### src/rtl/data_access_ctrl_pkg.sv
// Shared widths and FSM state encodings for the data access controller.
// Optional statistics counters are enabled with DATA_ACC_STATS_EN.
package data_access_ctrl_pkg;

  localparam int DEF_DATA_WIDTH      = 8;
  localparam int DEF_DATA_ADDR_WIDTH = 4;
  localparam int DEF_CNT_WIDTH       = 16;

  typedef enum logic [2:0] {
    ST_IDLE = 3'd0,
    ST_WR1  = 3'd1,
    ST_WR2  = 3'd2,
    ST_RD1  = 3'd3,
    ST_RD2  = 3'd4,
    ST_RSP  = 3'd5
  } state_t;

endpackage

### src/rtl/data_access_ctrl_if.sv
// Client request/response and register-file signals of the data access controller.
// Count outputs exist only when DATA_ACC_STATS_EN is defined.
interface data_access_ctrl_if
  import data_access_ctrl_pkg::*;
#(
  parameter int DATA_WIDTH      = DEF_DATA_WIDTH,
  parameter int DATA_ADDR_WIDTH = DEF_DATA_ADDR_WIDTH
`ifdef DATA_ACC_STATS_EN
  ,
  parameter int CNT_WIDTH       = DEF_CNT_WIDTH
`endif
);

  logic                       req_valid;
  logic                       req_ready;
  logic                       req_wr;
  logic [DATA_ADDR_WIDTH-1:0] req_addr;
  logic [DATA_WIDTH-1:0]      req_wdata;
  logic                       rsp_valid;
  logic                       rsp_ready;
  logic [DATA_WIDTH-1:0]      rsp_rdata;
  logic [DATA_WIDTH-1:0]      rf_data_in;
  logic [DATA_ADDR_WIDTH-1:0] rf_address;
  logic                       rf_mode;
  logic [DATA_WIDTH-1:0]      rf_data_out;
`ifdef DATA_ACC_STATS_EN
  logic [CNT_WIDTH-1:0]       wr_count;
  logic [CNT_WIDTH-1:0]       rd_count;
`endif

  // Controller side
  modport slave (
    input  req_valid, req_wr, req_addr, req_wdata, rsp_ready, rf_data_out,
    output req_ready, rsp_valid, rsp_rdata, rf_data_in, rf_address, rf_mode
`ifdef DATA_ACC_STATS_EN
    , output wr_count, rd_count
`endif
  );

  // Client plus register-file side
  modport master (
    output req_valid, req_wr, req_addr, req_wdata, rsp_ready, rf_data_out,
    input  req_ready, rsp_valid, rsp_rdata, rf_data_in, rf_address, rf_mode
`ifdef DATA_ACC_STATS_EN
    , input wr_count, rd_count
`endif
  );

endinterface

### src/rtl/data_access_ctrl_sat_counter.sv
// Saturating up-counter with asynchronous active-high clear.
// Used for the DATA_ACC_STATS_EN statistics.
module sat_counter #(
  parameter int CNT_WIDTH = 16
) (
  input  logic                 clk,
  input  logic                 rst,
  input  logic                 i_inc,
  output logic [CNT_WIDTH-1:0] o_count
);

  logic [CNT_WIDTH-1:0] r_count;

  always_ff @(posedge clk or posedge rst) begin
    if (rst) begin
      r_count <= '0;
    end else if (i_inc && (r_count != '1)) begin
      r_count <= r_count + 1'b1;
    end
  end

  assign o_count = r_count;

endmodule

### src/rtl/data_access_ctrl.sv
// Request sequencer in front of the data register file: hides its input registration
// and two-edge write commit. Statistics counters enabled by DATA_ACC_STATS_EN.
module data_access_ctrl
  import data_access_ctrl_pkg::*;
#(
  parameter int DATA_WIDTH      = DEF_DATA_WIDTH,
  parameter int DATA_ADDR_WIDTH = DEF_DATA_ADDR_WIDTH
`ifdef DATA_ACC_STATS_EN
  ,
  parameter int CNT_WIDTH       = DEF_CNT_WIDTH
`endif
) (
  input logic               clk,
  input logic               rst,
  data_access_ctrl_if.slave bus
);

  state_t                     r_state;
  logic [DATA_WIDTH-1:0]      r_rf_data_in;
  logic [DATA_ADDR_WIDTH-1:0] r_rf_address;
  logic                       r_rf_mode;
  logic                       r_rsp_valid;
  logic [DATA_WIDTH-1:0]      r_rsp_rdata;
  logic                       w_req_ready;
  logic                       w_accept;

  assign w_req_ready = (r_state == ST_IDLE) & ~rst;
  assign w_accept    = bus.req_valid & w_req_ready;

  // Address and write data stay put from accept until the register file commits.
  always_ff @(posedge clk or posedge rst) begin
    if (rst) begin
      r_state      <= ST_IDLE;
      r_rf_data_in <= '0;
      r_rf_address <= '0;
      r_rf_mode    <= 1'b0;
      r_rsp_valid  <= 1'b0;
      r_rsp_rdata  <= '0;
    end else begin
      case (r_state)
        ST_IDLE: begin
          if (w_accept) begin
            r_rf_address <= bus.req_addr;
            if (bus.req_wr) begin
              r_rf_data_in <= bus.req_wdata;
              r_rf_mode    <= 1'b1;
              r_state      <= ST_WR1;
            end else begin
              r_state      <= ST_RD1;
            end
          end
        end
        ST_WR1: begin
          r_rf_mode <= 1'b0;
          r_state   <= ST_WR2;
        end
        ST_WR2: r_state <= ST_IDLE;
        ST_RD1: r_state <= ST_RD2;
        ST_RD2: begin
          r_rsp_rdata <= bus.rf_data_out;
          r_rsp_valid <= 1'b1;
          r_state     <= ST_RSP;
        end
        ST_RSP: begin
          if (bus.rsp_ready) begin
            r_rsp_valid <= 1'b0;
            r_state     <= ST_IDLE;
          end
        end
        default: begin
          r_rf_mode   <= 1'b0;
          r_rsp_valid <= 1'b0;
          r_state     <= ST_IDLE;
        end
      endcase
    end
  end

  assign bus.req_ready  = w_req_ready;
  assign bus.rsp_valid  = r_rsp_valid;
  assign bus.rsp_rdata  = r_rsp_rdata;
  assign bus.rf_data_in = r_rf_data_in;
  assign bus.rf_address = r_rf_address;
  assign bus.rf_mode    = r_rf_mode;

`ifdef DATA_ACC_STATS_EN
  logic w_wr_done;
  logic w_rd_done;

  assign w_wr_done = (r_state == ST_WR2);
  assign w_rd_done = (r_state == ST_RSP) & bus.rsp_ready;

  sat_counter #(.CNT_WIDTH(CNT_WIDTH)) u_wr_counter (
    .clk     (clk),
    .rst     (rst),
    .i_inc   (w_wr_done),
    .o_count (bus.wr_count)
  );

  sat_counter #(.CNT_WIDTH(CNT_WIDTH)) u_rd_counter (
    .clk     (clk),
    .rst     (rst),
    .i_inc   (w_rd_done),
    .o_count (bus.rd_count)
  );
`endif

endmodule

### src/flat_wrapper.sv
// flat-port wrapper written by rule: the top's interface ports become plain ports
module data_access_ctrl_flat import data_access_ctrl_pkg::*;
#(
  parameter int DATA_WIDTH      = DEF_DATA_WIDTH,
  parameter int DATA_ADDR_WIDTH = DEF_DATA_ADDR_WIDTH

)
  (clk, rst, bus_req_valid, bus_req_wr, bus_req_addr, bus_req_wdata, bus_rsp_ready, bus_rf_data_out, bus_req_ready, bus_rsp_valid, bus_rsp_rdata, bus_rf_data_in, bus_rf_address, bus_rf_mode);
  data_access_ctrl_if #(.DATA_WIDTH(DATA_WIDTH), .DATA_ADDR_WIDTH(DATA_ADDR_WIDTH)) bus_i ();
  input logic clk;
  input logic rst;
  input wire logic [$bits(bus_i.req_valid)-1:0] bus_req_valid;
  input wire logic [$bits(bus_i.req_wr)-1:0] bus_req_wr;
  input wire logic [$bits(bus_i.req_addr)-1:0] bus_req_addr;
  input wire logic [$bits(bus_i.req_wdata)-1:0] bus_req_wdata;
  input wire logic [$bits(bus_i.rsp_ready)-1:0] bus_rsp_ready;
  input wire logic [$bits(bus_i.rf_data_out)-1:0] bus_rf_data_out;
  output wire logic [$bits(bus_i.req_ready)-1:0] bus_req_ready;
  output wire logic [$bits(bus_i.rsp_valid)-1:0] bus_rsp_valid;
  output wire logic [$bits(bus_i.rsp_rdata)-1:0] bus_rsp_rdata;
  output wire logic [$bits(bus_i.rf_data_in)-1:0] bus_rf_data_in;
  output wire logic [$bits(bus_i.rf_address)-1:0] bus_rf_address;
  output wire logic [$bits(bus_i.rf_mode)-1:0] bus_rf_mode;
  assign bus_i.req_valid = bus_req_valid;
  assign bus_i.req_wr = bus_req_wr;
  assign bus_i.req_addr = bus_req_addr;
  assign bus_i.req_wdata = bus_req_wdata;
  assign bus_i.rsp_ready = bus_rsp_ready;
  assign bus_i.rf_data_out = bus_rf_data_out;
  assign bus_req_ready = bus_i.req_ready;
  assign bus_rsp_valid = bus_i.rsp_valid;
  assign bus_rsp_rdata = bus_i.rsp_rdata;
  assign bus_rf_data_in = bus_i.rf_data_in;
  assign bus_rf_address = bus_i.rf_address;
  assign bus_rf_mode = bus_i.rf_mode;
  data_access_ctrl #(.DATA_WIDTH(DATA_WIDTH), .DATA_ADDR_WIDTH(DATA_ADDR_WIDTH)) u_core (.clk(clk), .rst(rst), .bus(bus_i));
endmodule
### config.mk
export PLATFORM = sky130hd
export DESIGN_NAME = data_access_ctrl_flat
export DESIGN_NICKNAME = d
export VERILOG_FILES = /design/src/rtl/data_access_ctrl_pkg.sv /design/src/rtl/data_access_ctrl_if.sv /design/src/rtl/data_access_ctrl_sat_counter.sv /design/src/rtl/data_access_ctrl.sv /design/src/flat_wrapper.sv
export SDC_FILE = /design/constraint.sdc
export NUM_CORES = 1
export LEC_CHECK = 0
export BUFFER_PORTS_ARGS = -buffer_cell sky130_fd_sc_hd__buf_2
export CAP_MARGIN = 30
export CORE_MARGIN = 3
export CORE_UTILIZATION = 29
export DETAILED_ROUTE_END_ITERATION = 8
export PLACE_DENSITY = 0.57
export SLEW_MARGIN = 20
export SYNTH_ARGS = -nofsm -noshare
export SYNTH_HDL_FRONTEND = slang
export SYNTH_SLANG_ARGS = --single-unit
### constraint.sdc
create_clock -name clk -period 2 [get_ports clk]
set_input_delay 0.6 -clock clk [delete_from_list [all_inputs] [get_ports clk]]
set_output_delay 0.6 -clock clk [all_outputs]
set_load 0.005 [all_outputs]
==> metrics.cfg <==
[global_routing]
grt_max_degree=17
overflow=0
antenna_found_initial=0
grt_first_pass_wirelength_um=3350
grt_pass1_vias=773
grt_use_total=0.0995

[yosys]
synthXorXnorAreaFrac=0
synthesis.nets=94
synth_area_sq_um=1050
synthMuxAreaShare=0.244
synth_fa_ha_area_frac=0
ys_ff_latch=25
syn_avg_cell_area_sq_um=15.2
synth_seq_area_share=0.597
syn_inst=69
synth_top_family_by_area=multiplexers
synth_simple_gate_area_frac=0.0753
synth_cell_types=18
synth_compound_area_frac=0.0406
yosys_warnings=0

[hold_path]
min-delay-path-class=in2async

[cts]
clk_latency_ns=0.32
cts-root-buf=clkbuf_4
htreeDepth=1
numCtsBuffers=3
cts_tree=yes
cts_hold_buf=0
cts_sinks=25
clk_pin_slew_ns=0.14
clk_path_buf_depth=2

[pwr]
p_per_area_nw_per_um2=1330
ir_drop_v=0.000618
p_leak_nw=0.694

[critical_path]
crit_type=reg2out
startpoint_type=flip-flop
critical_path.max_stage_delay_ns=0.50
cp.arrival_ns=1.28
worst_ep_required_time_ns=1.40
r2r_end=u_core.bus.rf_data_in[7]$_DFFE_PP0P_
worstPathMaxFanout=7
reg2regPathDepth=4
end_kind=primary output
path_cells=nor4_4 -> buf_2
r2r_start=u_core.r_state[0]$_DFFE_PP0P_
slowest_stage=dfrtp_1
regToRegSetupSlack_ns=0.39

[cells_and_area]
nNetsFinal=150
syn2layout_area_growth_pct=32.7
layout_commonest_cell=buf_2
antennaDiodeCount=0
instances_no_fill=170
final_cell_mix=47 x buf_2, 24 x dfrtp_1, 12 x mux2_2
drive_gt1_frac=0.653
fillers=348

[place]
detailed_place_hpwl_um=1530
port_buffers=47
place.gp.congestion=0.675
dp.cells=163

[sta]
slew-limit-headroom=0.758
setup_viol=0
fin_skew_ns=0.0140
finalCritPeriodShare=0.939
fmax_ghz=0.533
min_period_ns=1.88
setup_tns_ns=0
grt_setup_unrepaired=no
tightestPinTransition_ns=0.362
final_hold_viol_count=0
finalMaxSlewViolations=0

[job]
maxCapViolCount=0

[floorplanning]
rows=21
die_h_um=66.1
die_w_um=66.1
boundaryPins=48
start_util=0.307
core-area_sq_um=3420
die-area_sq_um=4370

[routing]
drt_pass1_iterations=4
wl_per_cell_um=11.7
vias=744
detail-route-antenna-nets=0
routed_wl_um=1990
drt_iter0_markers=9
vias_per_cell=4.38
drcViolationCount=0

[run_status]
status=finished clean

-- where the power goes --
part	switching [W]	internal, W	total [W]
clock	0.000152	0.0000765	0.000228
sequential	0.000140	0.000744	0.000884
combinational	0.000261	0.000482	0.000742
total	0.000552	0.00130	0.00185
-- final cells by class --
| class | count | area, sq um | share of cell area |
|---|---|---|---|
| flip-flops and latches | 25 | 627 | 0.451 |
| clock buffers | 3 | 22.5 | 0.0162 |
| clock inverters | 1 | 7.51 | 0.00540 |
| repair buffers | 54 | 288 | 0.207 |
| well taps | 46 | 57.6 | 0.0414 |
| multi-input cells | 38 | 377 | 0.271 |
| inverters | 3 | 11.3 | 0.00810 |
-- timing repair --
action | CTS | global route
endpoints found under the setup margin | 0 | 1
gates resized for setup | 0 | 1
setup buffers | 0 | 3
-- worst max-delay path, delay by kind of cell, from the launching register on --
family | cells | cell delay, ns
buffers and inverters | 1 | 0.17
AND/OR/NAND/NOR | 1 | 0.28
flip-flops | 1 | 0.50
-- flip-flops by register name (all words and copies together) (netlist names) --
name / cells
u_core.bus.rf_address: 4
u_core.bus.rsp_valid: 1
u_core.bus.rf_data_in: 8
u_core.bus.rf_mode: 1
u_core.r_state: 3
u_core.bus.rsp_rdata: 8
-- Yosys cell counts --
library cell | count | share of area
a21oi_1 | 3 | 0.014
a2bb2oi_1 | 1 | 0.0084
and3_1 | 1 | 0.0060
buf_6 | 3 | 0.032
dfrtp_1 | 25 | 0.60
inv_1 | 3 | 0.011
mux2_2 | 12 | 0.13
mux2_4 | 8 | 0.11
nand2_1 | 4 | 0.014
nand3b_1 | 1 | 0.0072
nor2_1 | 1 | 0.0036
nor3_1 | 1 | 0.0048
nor3b_1 | 1 | 0.0072
nor3b_2 | 1 | 0.012
nor4_4 | 1 | 0.020
o21a_1 | 1 | 0.0072
o21ai_0 | 1 | 0.0048
o22ai_1 | 1 | 0.0060
-- how the worst max path moves through the flow --
stage | slack (ns) | end | cells after the start | start
6_report | 0.12 | bus_req_ready | 2 | u_core.r_state[0]$_DFFE_PP0P_
3_3_place_gp | 0.29 | u_core.bus.rf_data_in[6]$_DFFE_PP0P_ | 5 | rst
2_1_floorplan | 0.44 | u_core.bus.rf_data_in[0]$_DFFE_PP0P_ | 5 | u_core.r_state[2]$_DFFE_PP0P_
3_5_place_dp | 0.26 | u_core.bus.rf_data_in[6]$_DFFE_PP0P_ | 5 | rst
4_1_cts | 0.02 | bus_req_ready | 2 | u_core.r_state[1]$_DFFE_PP0P_
5_1_grt | 0.002 | bus_req_ready | 2 | u_core.r_state[0]$_DFFE_PP0P_
-- logic make-up after synthesis --
group / Yosys count
buffers and inverters: 6
multiplexers: 20
AND/OR/NAND/NOR: 11
AO/OA/AOI/OAI: 7
flip-flops: 25
-- metal layers --
layer,share of wire,track usage
met5,0,0
met4,0.014,0.0381
met3,0.12,0.0459
met2,0.45,0.150
met1,0.42,0.123
-- per-stage QoR --
stage | total power [W] | cell area, sq um | hold slack, ns | worst slack, ns | util
4_1_cts | 0.00185 | 1370 | 0.240 | 0.0169 | 0.400
3_3_place_gp | 0.00159 | 1340 | 0.485 | 0.294 | 0.391
3_5_place_dp | 0.00161 | 1340 | 0.486 | 0.262 | 0.391
2_1_floorplan | 0.00132 | 1050 | 0.487 | 0.442 | -
6_report | 0.00185 | 1390 | 0.251 | 0.122 | 0.407
5_1_grt | 0.00201 | 1390 | 0.237 | 0.00202 | 0.407
Power figures use the tool's default switching activity.
